--- src/rtl/sfp_sum_xchg_ctrl_if.sv ---
// Row sequencer <-> environment bundle: burst control, core strobes,
// partial-sum exchange buses and the row out_valid/out_ready handshake.
interface sfp_sum_xchg_ctrl_if #(
  parameter int bw      = 8,
  parameter int bw_psum = 2*bw+4,
  parameter int ROW_W   = 4
);
  localparam int SW = bw_psum + 4;

  logic             start;
  logic [ROW_W-1:0] nrows;
  logic             busy;
  logic             done;
  logic [ROW_W-1:0] row_idx;
  logic             acc;
  logic             div;
  logic             fifo_ext_rd0;
  logic             fifo_ext_rd1;
  logic [SW-1:0]    sum_out0;
  logic [SW-1:0]    sum_out1;
  logic [SW-1:0]    sum_in0;
  logic [SW-1:0]    sum_in1;
  logic             out_valid;
  logic             out_ready;
  logic             ovf_err;

  modport master (
    input  start, nrows,
    input  sum_out0, sum_out1,
    input  out_ready,
    output busy, done, row_idx,
    output acc, div,
    output fifo_ext_rd0, fifo_ext_rd1,
    output sum_in0, sum_in1,
    output out_valid, ovf_err
  );

  modport slave (
    output start, nrows,
    output sum_out0, sum_out1,
    output out_ready,
    input  busy, done, row_idx,
    input  acc, div,
    input  fifo_ext_rd0, fifo_ext_rd1,
    input  sum_in0, sum_in1,
    input  out_valid, ovf_err
  );
endinterface

--- src/rtl/sfp_sum_xchg_ctrl.sv ---
// Row sequencer and partial-sum exchanger for two sfp_row cores.
// Ports: clk, reset (sync, active-high), bus (sfp_sum_xchg_ctrl_if.master):
//   start/nrows in, busy/done/row_idx out, acc/div/fifo_ext_rd0/1 to cores,
//   sum_out0/1 in, sum_in0/1 out (cross-coupled), out_valid/out_ready,
//   ovf_err. Optional overflow check enabled by SFP_XCHG_OVF_CHK_EN.
module sfp_sum_xchg_ctrl #(
  parameter int bw      = 8,
  parameter int bw_psum = 2*bw+4,
  parameter int ROW_W   = 4
) (
  input  logic clk,
  input  logic reset,
  sfp_sum_xchg_ctrl_if.master bus
);
  localparam int SW = bw_psum + 4;

  typedef enum logic [3:0] {
    S_IDLE, S_ACC, S_ACC_W, S_RD, S_RD_W,
    S_DIV1, S_DIV2, S_DRAIN, S_OUT, S_DONE
  } state_t;

  state_t           state;
  state_t           nxt;
  logic [ROW_W-1:0] nrows_q;
  logic [ROW_W-1:0] row_q;
  logic [SW-1:0]    in0_q;
  logic [SW-1:0]    in1_q;
  logic             busy_q;
  logic             done_q;
  logic             acc_q;
  logic             div_q;
  logic             rd_q;
  logic             ov_q;
  logic             last_row;
  logic             go;

  assign go = (state == S_IDLE) && bus.start;

  assign last_row =
    ((ROW_W+1)'(row_q) + (ROW_W+1)'(1))
    >= (ROW_W+1)'(nrows_q);

  // nrows=0 passes through ACC_W so done lands
  // one cycle later than a direct IDLE->DONE hop.
  always_comb begin
    nxt = state;
    unique case (state)
      S_IDLE:
        if (bus.start)
          nxt = (bus.nrows == '0) ? S_ACC_W : S_ACC;
      S_ACC:   nxt = S_ACC_W;
      S_ACC_W: nxt = (nrows_q == '0) ? S_DONE : S_RD;
      S_RD:    nxt = S_RD_W;
      S_RD_W:  nxt = S_DIV1;
      S_DIV1:  nxt = S_DIV2;
      S_DIV2:  nxt = S_DRAIN;
      S_DRAIN: nxt = S_OUT;
      S_OUT:
        if (bus.out_ready)
          nxt = last_row ? S_DONE : S_ACC;
      S_DONE:  nxt = S_IDLE;
      default: nxt = S_IDLE;
    endcase
  end

  // Outputs are registered from the next state so
  // they line up exactly with the state register.
  always_ff @(posedge clk) begin
    if (reset) begin
      state   <= S_IDLE;
      nrows_q <= '0;
      row_q   <= '0;
      in0_q   <= '0;
      in1_q   <= '0;
      busy_q  <= 1'b0;
      done_q  <= 1'b0;
      acc_q   <= 1'b0;
      div_q   <= 1'b0;
      rd_q    <= 1'b0;
      ov_q    <= 1'b0;
    end else begin
      state  <= nxt;
      busy_q <= (nxt != S_IDLE);
      done_q <= (nxt == S_DONE);
      acc_q  <= (nxt == S_ACC);
      rd_q   <= (nxt == S_RD);
      div_q  <= (nxt == S_DIV1) ||
                (nxt == S_DIV2);
      ov_q   <= (nxt == S_OUT);
      if (go) begin
        nrows_q <= bus.nrows;
        row_q   <= '0;
      end else if (state == S_OUT &&
                   bus.out_ready &&
                   !last_row) begin
        row_q <= row_q + ROW_W'(1);
      end
      if (nxt == S_ACC) begin
        in0_q <= '0;
        in1_q <= '0;
      end else if (state == S_RD) begin
        in0_q <= bus.sum_out1;
        in1_q <= bus.sum_out0;
      end
    end
  end

  assign bus.busy         = busy_q;
  assign bus.done         = done_q;
  assign bus.row_idx      = row_q;
  assign bus.acc          = acc_q;
  assign bus.div          = div_q;
  assign bus.fifo_ext_rd0 = rd_q;
  assign bus.fifo_ext_rd1 = rd_q;
  assign bus.sum_in0      = in0_q;
  assign bus.sum_in1      = in1_q;
  assign bus.out_valid    = ov_q;

`ifdef SFP_XCHG_OVF_CHK_EN
  logic [SW:0] ovf_sum;
  logic        ovf_q;

  assign ovf_sum = {1'b0, bus.sum_out0} +
                   {1'b0, bus.sum_out1};

  always_ff @(posedge clk) begin
    if (reset)
      ovf_q <= 1'b0;
    else if (go)
      ovf_q <= 1'b0;
    else if (state == S_RD && ovf_sum[SW])
      ovf_q <= 1'b1;
  end

  assign bus.ovf_err = ovf_q;
`else
  assign bus.ovf_err = 1'b0;
`endif
endmodule

--- src/flat_wrapper.sv ---
// flat-port wrapper written by rule: the top's interface ports become plain ports
module sfp_sum_xchg_ctrl_flat 
#(
  parameter int bw      = 8,
  parameter int bw_psum = 2*bw+4,
  parameter int ROW_W   = 4
)
  (clk, reset, bus_start, bus_nrows, bus_sum_out0, bus_sum_out1, bus_out_ready, bus_busy, bus_done, bus_row_idx, bus_acc, bus_div, bus_fifo_ext_rd0, bus_fifo_ext_rd1, bus_sum_in0, bus_sum_in1, bus_out_valid, bus_ovf_err);
  sfp_sum_xchg_ctrl_if #(.bw(bw), .bw_psum(bw_psum), .ROW_W(ROW_W)) bus_i ();
  input  logic clk;
  input  logic reset;
  input wire logic [$bits(bus_i.start)-1:0] bus_start;
  input wire logic [$bits(bus_i.nrows)-1:0] bus_nrows;
  input wire logic [$bits(bus_i.sum_out0)-1:0] bus_sum_out0;
  input wire logic [$bits(bus_i.sum_out1)-1:0] bus_sum_out1;
  input wire logic [$bits(bus_i.out_ready)-1:0] bus_out_ready;
  output wire logic [$bits(bus_i.busy)-1:0] bus_busy;
  output wire logic [$bits(bus_i.done)-1:0] bus_done;
  output wire logic [$bits(bus_i.row_idx)-1:0] bus_row_idx;
  output wire logic [$bits(bus_i.acc)-1:0] bus_acc;
  output wire logic [$bits(bus_i.div)-1:0] bus_div;
  output wire logic [$bits(bus_i.fifo_ext_rd0)-1:0] bus_fifo_ext_rd0;
  output wire logic [$bits(bus_i.fifo_ext_rd1)-1:0] bus_fifo_ext_rd1;
  output wire logic [$bits(bus_i.sum_in0)-1:0] bus_sum_in0;
  output wire logic [$bits(bus_i.sum_in1)-1:0] bus_sum_in1;
  output wire logic [$bits(bus_i.out_valid)-1:0] bus_out_valid;
  output wire logic [$bits(bus_i.ovf_err)-1:0] bus_ovf_err;
  assign bus_i.start = bus_start;
  assign bus_i.nrows = bus_nrows;
  assign bus_i.sum_out0 = bus_sum_out0;
  assign bus_i.sum_out1 = bus_sum_out1;
  assign bus_i.out_ready = bus_out_ready;
  assign bus_busy = bus_i.busy;
  assign bus_done = bus_i.done;
  assign bus_row_idx = bus_i.row_idx;
  assign bus_acc = bus_i.acc;
  assign bus_div = bus_i.div;
  assign bus_fifo_ext_rd0 = bus_i.fifo_ext_rd0;
  assign bus_fifo_ext_rd1 = bus_i.fifo_ext_rd1;
  assign bus_sum_in0 = bus_i.sum_in0;
  assign bus_sum_in1 = bus_i.sum_in1;
  assign bus_out_valid = bus_i.out_valid;
  assign bus_ovf_err = bus_i.ovf_err;
  sfp_sum_xchg_ctrl #(.bw(bw), .bw_psum(bw_psum), .ROW_W(ROW_W)) u_core (.clk(clk), .reset(reset), .bus(bus_i));
endmodule
--- config.mk ---
export PLATFORM = sky130hd
export DESIGN_NAME = sfp_sum_xchg_ctrl_flat
export DESIGN_NICKNAME = d
export VERILOG_FILES = /design/src/rtl/sfp_sum_xchg_ctrl_if.sv /design/src/rtl/sfp_sum_xchg_ctrl.sv /design/src/flat_wrapper.sv
export SDC_FILE = /design/constraint.sdc
export NUM_CORES = 1
export LEC_CHECK = 0
export ABC_AREA = 1
export BUFFER_PORTS_ARGS = -buffer_cell sky130_fd_sc_hd__buf_2
export CAP_MARGIN = 0
export CORE_UTILIZATION = 36
export CTS_CLUSTER_SIZE = 40
export DETAILED_ROUTE_END_ITERATION = 6
export GPL_TIMING_DRIVEN = 0
export PLACE_DENSITY = 0.61
export SETUP_SLACK_MARGIN = 0.02
export SLEW_MARGIN = 20
export SYNTH_ARGS = -nofsm -noshare
export SYNTH_HDL_FRONTEND = slang
export SYNTH_SLANG_ARGS = --single-unit
--- constraint.sdc ---
create_clock -name clk -period 2.79 [get_ports clk]
set_input_delay 0.1395 -clock clk [delete_from_list [all_inputs] [get_ports clk]]
set_output_delay 0.1395 -clock clk [all_outputs]
set_load 0.05 [all_outputs]
==> run metrics, run 1 <==
Data required, critical path 2980 ps; critical path type reg2reg; Cell Area, Placed about 3800 µm²; Layout Nets 527; number of H-tree levels 3; final count of negative-setup-slack endpoints 0; number of unique standard cell types used by synthesis 25; status completed; final period utilization between 80 and 90%; number of hold violations in the final report 0; async set-reset flop share out of synthesis 0%; top cells by area, synth sky130_fd_sc_hd__dfxtp_1 (43%), sky130_fd_sc_hd__mux2_2 (18%), sky130_fd_sc_hd__inv_1 (9.0%); Via density about 4.4; instance count of the mapped netlist 341; post-layout minimum cycle time about 2300 ps; Final Cell Area 3950 µm²; actual slew at the worst max-slew pin approximately 640 ps; worst slack, placed around 450 ps; Critical Path Source Type flop; number of iterations in the first detailed-routing pass 4; diode count 0; worst reg2reg path startpoint u_core.bus.row_idx[0]; hold path startpoint bus_nrows[0]; proportion of layout cells with a drive suffix above 1 between 40 and 50%; cell taking the most area after synthesis sky130_fd_sc_hd__dfxtp_1; setup slack after layout ~460 ps; clock tree from TritonCTS built; met1 WL about 2.7 mm; initial cell density of the core 37.2%; IO Port Bufs 114; row cnt 33; filler cell count 840; Net Count, Synth ~400; total length of routed wires 6.33 mm; Crit Path Max Fanout 10; clock input transition at the sequential cells of the worst setup and hold paths ~70 ps; portion of total power attributed to sequential cells between 30% and 40%; layout overhead on the synthesized area 29.0%; width of the chip between 90 and 100 µm; hold-fix buffer count after cts 0; top routing layer in use met4; worst reg2reg path endpoint u_core.bus.sum_in1[13]; Hold WC Path Type in2reg; cts bufs inserted 9; Gate power share 42.7%; GRT Util Overall approximately 15%; DRT antenna net count 0; leakage dissipation between 1.5 and 2 nW; relative slew slack about 57%; max-slew violation total from the final report 0; placed wire-length estimate after detailed placement just under 5 mm; worst reg-to-reg setup slack roughly 460 ps; total power density per cell area 835 nW/µm²; Worst Path Arrival about 2500 ps; count of routing violations after the opening detailed-route iteration 39; global-route wire length before repair approximately 9.9 mm; die area ~8900 µm²; maximum capacitance violations 0; # DRC 0; Clock Tree Root sky130_fd_sc_hd__clkbuf_8; number of antenna violations at the first check in global routing 0; synthesized flop and latch total 66; CTS Buffer Depth 2; average wire per standard cell 11.0 µm; Clock Skew about 11 ps; worst hold path endpoint u_core.nrows_q[0]; sequential-to-total area share from yosys stat a little over two fifths; weighted congestion at the end of routability-driven global placement about 0.82; Post-Layout Cell Count 575; met2 routed wirelength ~3.2 mm; FF-to-FF path depth 13; combined area of all synthesized cells 3060 µm²; Std-Cell Core Area 8220 µm²; number of enable flip-flop cells after synthesis 0; amount of wire on met3 after detailed routing about 420 µm; total net switching power approximately 1.3 mW; Cells after DPL 560; maximum operating frequency between 0.4 and 0.5 GHz; area share of the leading cell type in the synthesized netlist between 40 and 50%; number of top-level pins 116; Congestion Overflow GR 0; peak supply drop between 0.4 and 0.5 mV; clock sink count 66; overall via count from detail_route between 2,000 and 3,000; number of warnings reported in the yosys synthesis log 0; die span in y ~94 µm; setup repair after global routing missed its margin false; Switching Share about 40%; number of resized instances in the post-cts repair step 0; commonest register cell after synthesis sky130_fd_sc_hd__dfxtp_1; clock latency on the worst-skew pair 330 ps; largest net degree at the start of global routing 11; Post-CTS Setup Inserts 0; cell internal power dissipation 1.97 mW; mean instance size in the synthesized netlist ~9 µm²; total negative slack 0 ps; kind of end point of the critical path flop; share of power burned in the clock network between 20% and 30%; Hold Crit Depth 3; via count of the first global-routing pass between 2,000 and 2,500
==> flip-flops by register name, summed over array words and instances, names as in the netlist <==
name / cells
u_core.bus.sum_in0: 24
u_core.bus.sum_in1: 24
u_core.bus.row_idx: 4
u_core.nrows_q: 4
u_core.state: 4
u_core.bus.acc: 1
u_core.bus.busy: 1
u_core.bus.div: 1
u_core.bus.done: 1
u_core.bus.fifo_ext_rd0: 1
u_core.bus.out_valid: 1
==> power by group through the flow <==
stage | Combinational (mW) | Clock (mW) | Sequential [mW]
6_report | 1.41 | 0.770 | 1.12
3_3_place_gp | 1.42 | 0 | 1.13
3_5_place_dp | 1.44 | 0 | 1.14
5_1_grt | 1.54 | 0.838 | 1.13
4_1_cts | 1.44 | 0.806 | 1.12
2_1_floorplan | 0.867 | 0 | 1.41
==> layer usage <==
layer  vias to the layer above  track usage (%)
met5                         -                0
met1                      1100             16.5
li1                       1325                -
met3                         6             4.45
met2                        73             24.9
met4                         0             6.54
==> stage by stage <==
step / power [mW] / utilization (%) / hold slack, ps
3_5_place_dp: 2.57 / 45.8 / 439
5_1_grt: 3.51 / 48.0 / 108
2_1_floorplan: 2.27 / - / 333
3_3_place_gp: 2.55 / 45.8 / 435
6_report: 3.29 / 48.0 / 97.9
4_1_cts: 3.36 / 48.0 / 77.2
==> worst max path at each step <==
| stage | cells after the start | slack (ps) | startpoint | to |
|---|---|---|---|---|
| after floorplan | 13 | 360 | u_core.bus.row_idx[0] | u_core.bus.sum_in1[10] |
| after global placement | 13 | 490 | u_core.bus.row_idx[0] | u_core.bus.sum_in1[9] |
| after detailed placement | 13 | 450 | u_core.bus.row_idx[0] | u_core.bus.sum_in1[12] |
| after CTS | 13 | 420 | u_core.bus.row_idx[0] | u_core.bus.sum_in1[13] |
| after global routing | 13 | 240 | u_core.bus.row_idx[0] | u_core.bus.sum_in1[14] |
| final | 13 | 460 | u_core.bus.row_idx[0] | u_core.bus.sum_in1[13] |
==> area by class of cell <==
| type | instances | area [µm²] | area share, % |
|---|---|---|---|
| clock inverter | 3 | 40.0 | 1.01 |
| multi-input combinational | 183 | 1330 | 33.7 |
| timing repair buffer | 114 | 571 | 14.5 |
| buffer | 18 | 129 | 3.27 |
| inverter | 74 | 278 | 7.04 |
| sequential | 66 | 1320 | 33.5 |
| clock buffer | 12 | 145 | 3.68 |
| tap | 105 | 131 | 3.33 |
==> critical path: stages (launching register included) <==
cell and delay (ps):
sky130_fd_sc_hd__dfxtp_1 410, sky130_fd_sc_hd__ha_1 220, sky130_fd_sc_hd__xor2_1 220, sky130_fd_sc_hd__ha_1 260, sky130_fd_sc_hd__nand2_1 80, sky130_fd_sc_hd__nor2_1 40
sky130_fd_sc_hd__nor2_1 90, sky130_fd_sc_hd__nand3_1 100, sky130_fd_sc_hd__nand2_1 90, sky130_fd_sc_hd__nand3_1 160, sky130_fd_sc_hd__nor2_4 150, sky130_fd_sc_hd__buf_6 160
sky130_fd_sc_hd__buf_8 160, sky130_fd_sc_hd__nor3_2 40
==> Yosys cell counts (all sizes together), types with 2 or more instances <==
master	n
nand3	13
o21ai	10
nand2	20
a21oi	8
ha	5
clkbuf	6
buf	12
nor3	49
xor2	2
nor2	25
inv	74
mux2	48
dfxtp	66
==> cell usage in the layout (no fill, tap or decap), drive strengths merged, types with 10 or more instances in the layout <==
cell    instances
buf           126
inv            74
dfxtp          66
nor3           49
mux2           48
nor2           25
nand2          20
clkbuf         18
nand3          13
o21ai          10
==> kinds of logic (layout without fill, tap and decap cells) <==
logic type | Yosys count | after routing | share of synthesized area [%]
AO/OA/AOI/OAI | 18 | 18 | 2.95
XOR/XNOR | 2 | 2 | 0.573
adder cells (fa/ha/maj) | 5 | 5 | 2.05
buffers and inverters | 92 | 221 | 13.3
flip-flops | 66 | 66 | 43.2
multiplexers | 48 | 48 | 17.7
other | 1 | 1 | 0.123
AND/OR/NAND/NOR | 109 | 109 | 20.1
(Power assumes the default switching activity.)
==> inputs of run 2 (changes only) <==
clock period = 2.28 ns   (was 2.79 ns; I/O delays follow)
==> run 2 against run 1 <==
Clock-buffer cell count is 2 higher. Register-to-register slack worse by 310 ps. Sequential power is 21% higher. Design area is 5.0% higher. Routed wire length is 2.8% higher. Largest cell class unchanged. Hold slack worse by 11 ps. Critical endpoint is now u_core.bus.sum_in1[11].
==> run metrics, run 2 (same netlist as run 1, synthesis figures left out) <==
status completed; layout overhead on the synthesized area 35.5%; Cell Area, Placed between 3000 and 4000 µm²; DRT antenna net count 0; Clock Tree Root sky130_fd_sc_hd__clkbuf_8; Congestion Overflow GR 0; critical-path cell with the highest stage delay sky130_fd_sc_hd__dfxtp_4; Final Cell Area between 4000 and 5000 µm²; maximum operating frequency around 0.47 GHz; weighted congestion at the end of routability-driven global placement between 0.8 and 0.9; largest net degree at the start of global routing 11; IO Port Bufs ~110; proportion of layout cells with a drive suffix above 1 just under 50%; Crit Path Max Fanout 10; leakage dissipation 1.98 nW; kind of end point of the critical path flop; worst slack on hold paths between 80 and 90 ps; number of iterations in the first detailed-routing pass 4; GRT Util Overall between 10 and 15%; Worst Path Arrival 2330 ps; die area a little under 9000 µm²; CTS Buffer Depth 2; Layout Nets about 540; maximum capacitance violations 0; clock input transition at the sequential cells of the worst setup and hold paths around 70 ps; Via density between 4 and 5; number of hold violations in the final report 0; number of H-tree levels 3; Post-Layout Cell Count approximately 590; total negative slack 0 ps; global-route wire length before repair 10.0 mm; post-layout minimum cycle time around 2100 ps; total power density per cell area about 1100 nW/µm²; share of power burned in the clock network 22.3%; final period utilization between 90% and 100%; Crit path buffers/inverters 3; Cells after DPL 560; Data required, critical path about 2500 ps; post-layout total power 4.38 mW; number of top-level pins 116; # DRC 0; actual slew at the worst max-slew pin between 600 and 700 ps; overall via count from detail_route roughly 2,500; diode count 0; Critical Path Source Type flop; Critical Path, Cell by Cell buf_4, xor2_2, ha_1, nand2_1, nor2_1, nor2_1, nand3_1, nand2_2, nand3_4, nor2_4, buf_8, buf_12, nor3_2; Std-Cell Core Area 8220 µm²; cts bufs inserted 9; Gate power share a little under half; critical path type reg2reg; Hold WC Path Type in2reg; cell type group with the largest total delay on the critical path simple AND/OR/NAND/NOR gates; setup repair after global routing missed its margin true; clock latency on the worst-skew pair roughly 330 ps; clock sink count 66; Switching Share between 30% and 40%; total net switching power 1.69 mW; count of routing violations after the opening detailed-route iteration 73; cell internal power dissipation approximately 2.7 mW; number of antenna violations at the first check in global routing 0; relative slew slack between 50% and 60%; max-slew violation total from the final report 0; via count of the first global-routing pass around 2,300; average wire per standard cell ~11 µm; clock tree from TritonCTS built; most frequent cells in the layout sky130_fd_sc_hd__buf_2 (117), sky130_fd_sc_hd__inv_1 (73), sky130_fd_sc_hd__dfxtp_1 (62); row cnt 33; width of the chip ~94 µm; placed wire-length estimate after detailed placement between 4 and 5 mm; Clock Skew around 4.4 ps; hold-fix buffer count after cts 0; most used cell, CP sky130_fd_sc_hd__nor2_1; final count of negative-setup-slack endpoints 0; initial cell density of the core a little under two fifths; largest stage delay on the critical path about 360 ps; total length of routed wires around 6.5 mm; leading cell type in the layout, fill and taps excluded sky130_fd_sc_hd__buf_2; portion of total power attributed to sequential cells 31.2%; peak supply drop 0.433 mV; die span in y between 90 and 100 µm
run 2: power groups by stage:
stage | clock, mW | combinational (mW) | sequential, mW
after global routing | 1.06 | 2.23 | 1.38
after floorplan | 0 | 1.06 | 1.72
after global placement | 0 | 1.74 | 1.39
after CTS | 1.01 | 1.77 | 1.37
after detailed placement | 0 | 1.76 | 1.39
final | 0.977 | 2.04 | 1.36
run 2: routing by layer:
layer | vias to the layer above | wire length [µm] | global-route usage (%)
met3 | 10 | 452 | 4.53
met1 | 1115 | 2970 | 17.7
li1 | 1339 | - | -
met5 | - | 0 | 0
met4 | 0 | 108 | 6.15
met2 | 83 | 2980 | 23.4
run 2: worst paths after layout:
check	from	end	slack, ps	cells past startpoint
hold reg to reg	u_core.nrows_q[0]	u_core.nrows_q[0]	470	2
hold / removal	bus_nrows[3]	u_core.nrows_q[3]	90	3
setup reg to reg	u_core.bus.row_idx[2]	u_core.bus.sum_in1[11]	150	13
setup / recovery	u_core.bus.row_idx[2]	u_core.bus.sum_in1[11]	150	13
run 2: what timing repair did:
| action | 4_1_cts | 5_1_grt |
|---|---|---|
| setup endpoints to repair | 20 | 48 |
| buffers inserted | 0 | 7 |
| cloned | 0 | 2 |
| gates resized for setup | 1 | 15 |
| pin swaps | 0 | 3 |
run 2: final cells by class:
class	count	area, µm²
Buffer	18	145
Clock buffer	14	163
Clock inverter	2	35.0
Fill cell	807	4070
Inverter	74	278
Multi-Input combinational cell	183	1390
Sequential cell	66	1330
Tap cell	105	131
Timing Repair Buffer	123	673
run 2: worst register-to-register path, delay by kind of cell, from the launching register on:
kind | cells | cell delay [ps]
buffers and inverters | 3 | 450
adders and majority gates | 1 | 270
and+or+nand+nor | 8 | 730
xor gates and xnor gates | 1 | 180
DFF | 1 | 360
run 2: per-stage QoR:
step	worst slack, ps	utilization (%)
finish	147	50.4
global route	-17.9	50.4
CTS	35.2	48.3
detailed placement	-10.8	45.8
global placement	27.8	45.8
floorplan	53.5	-
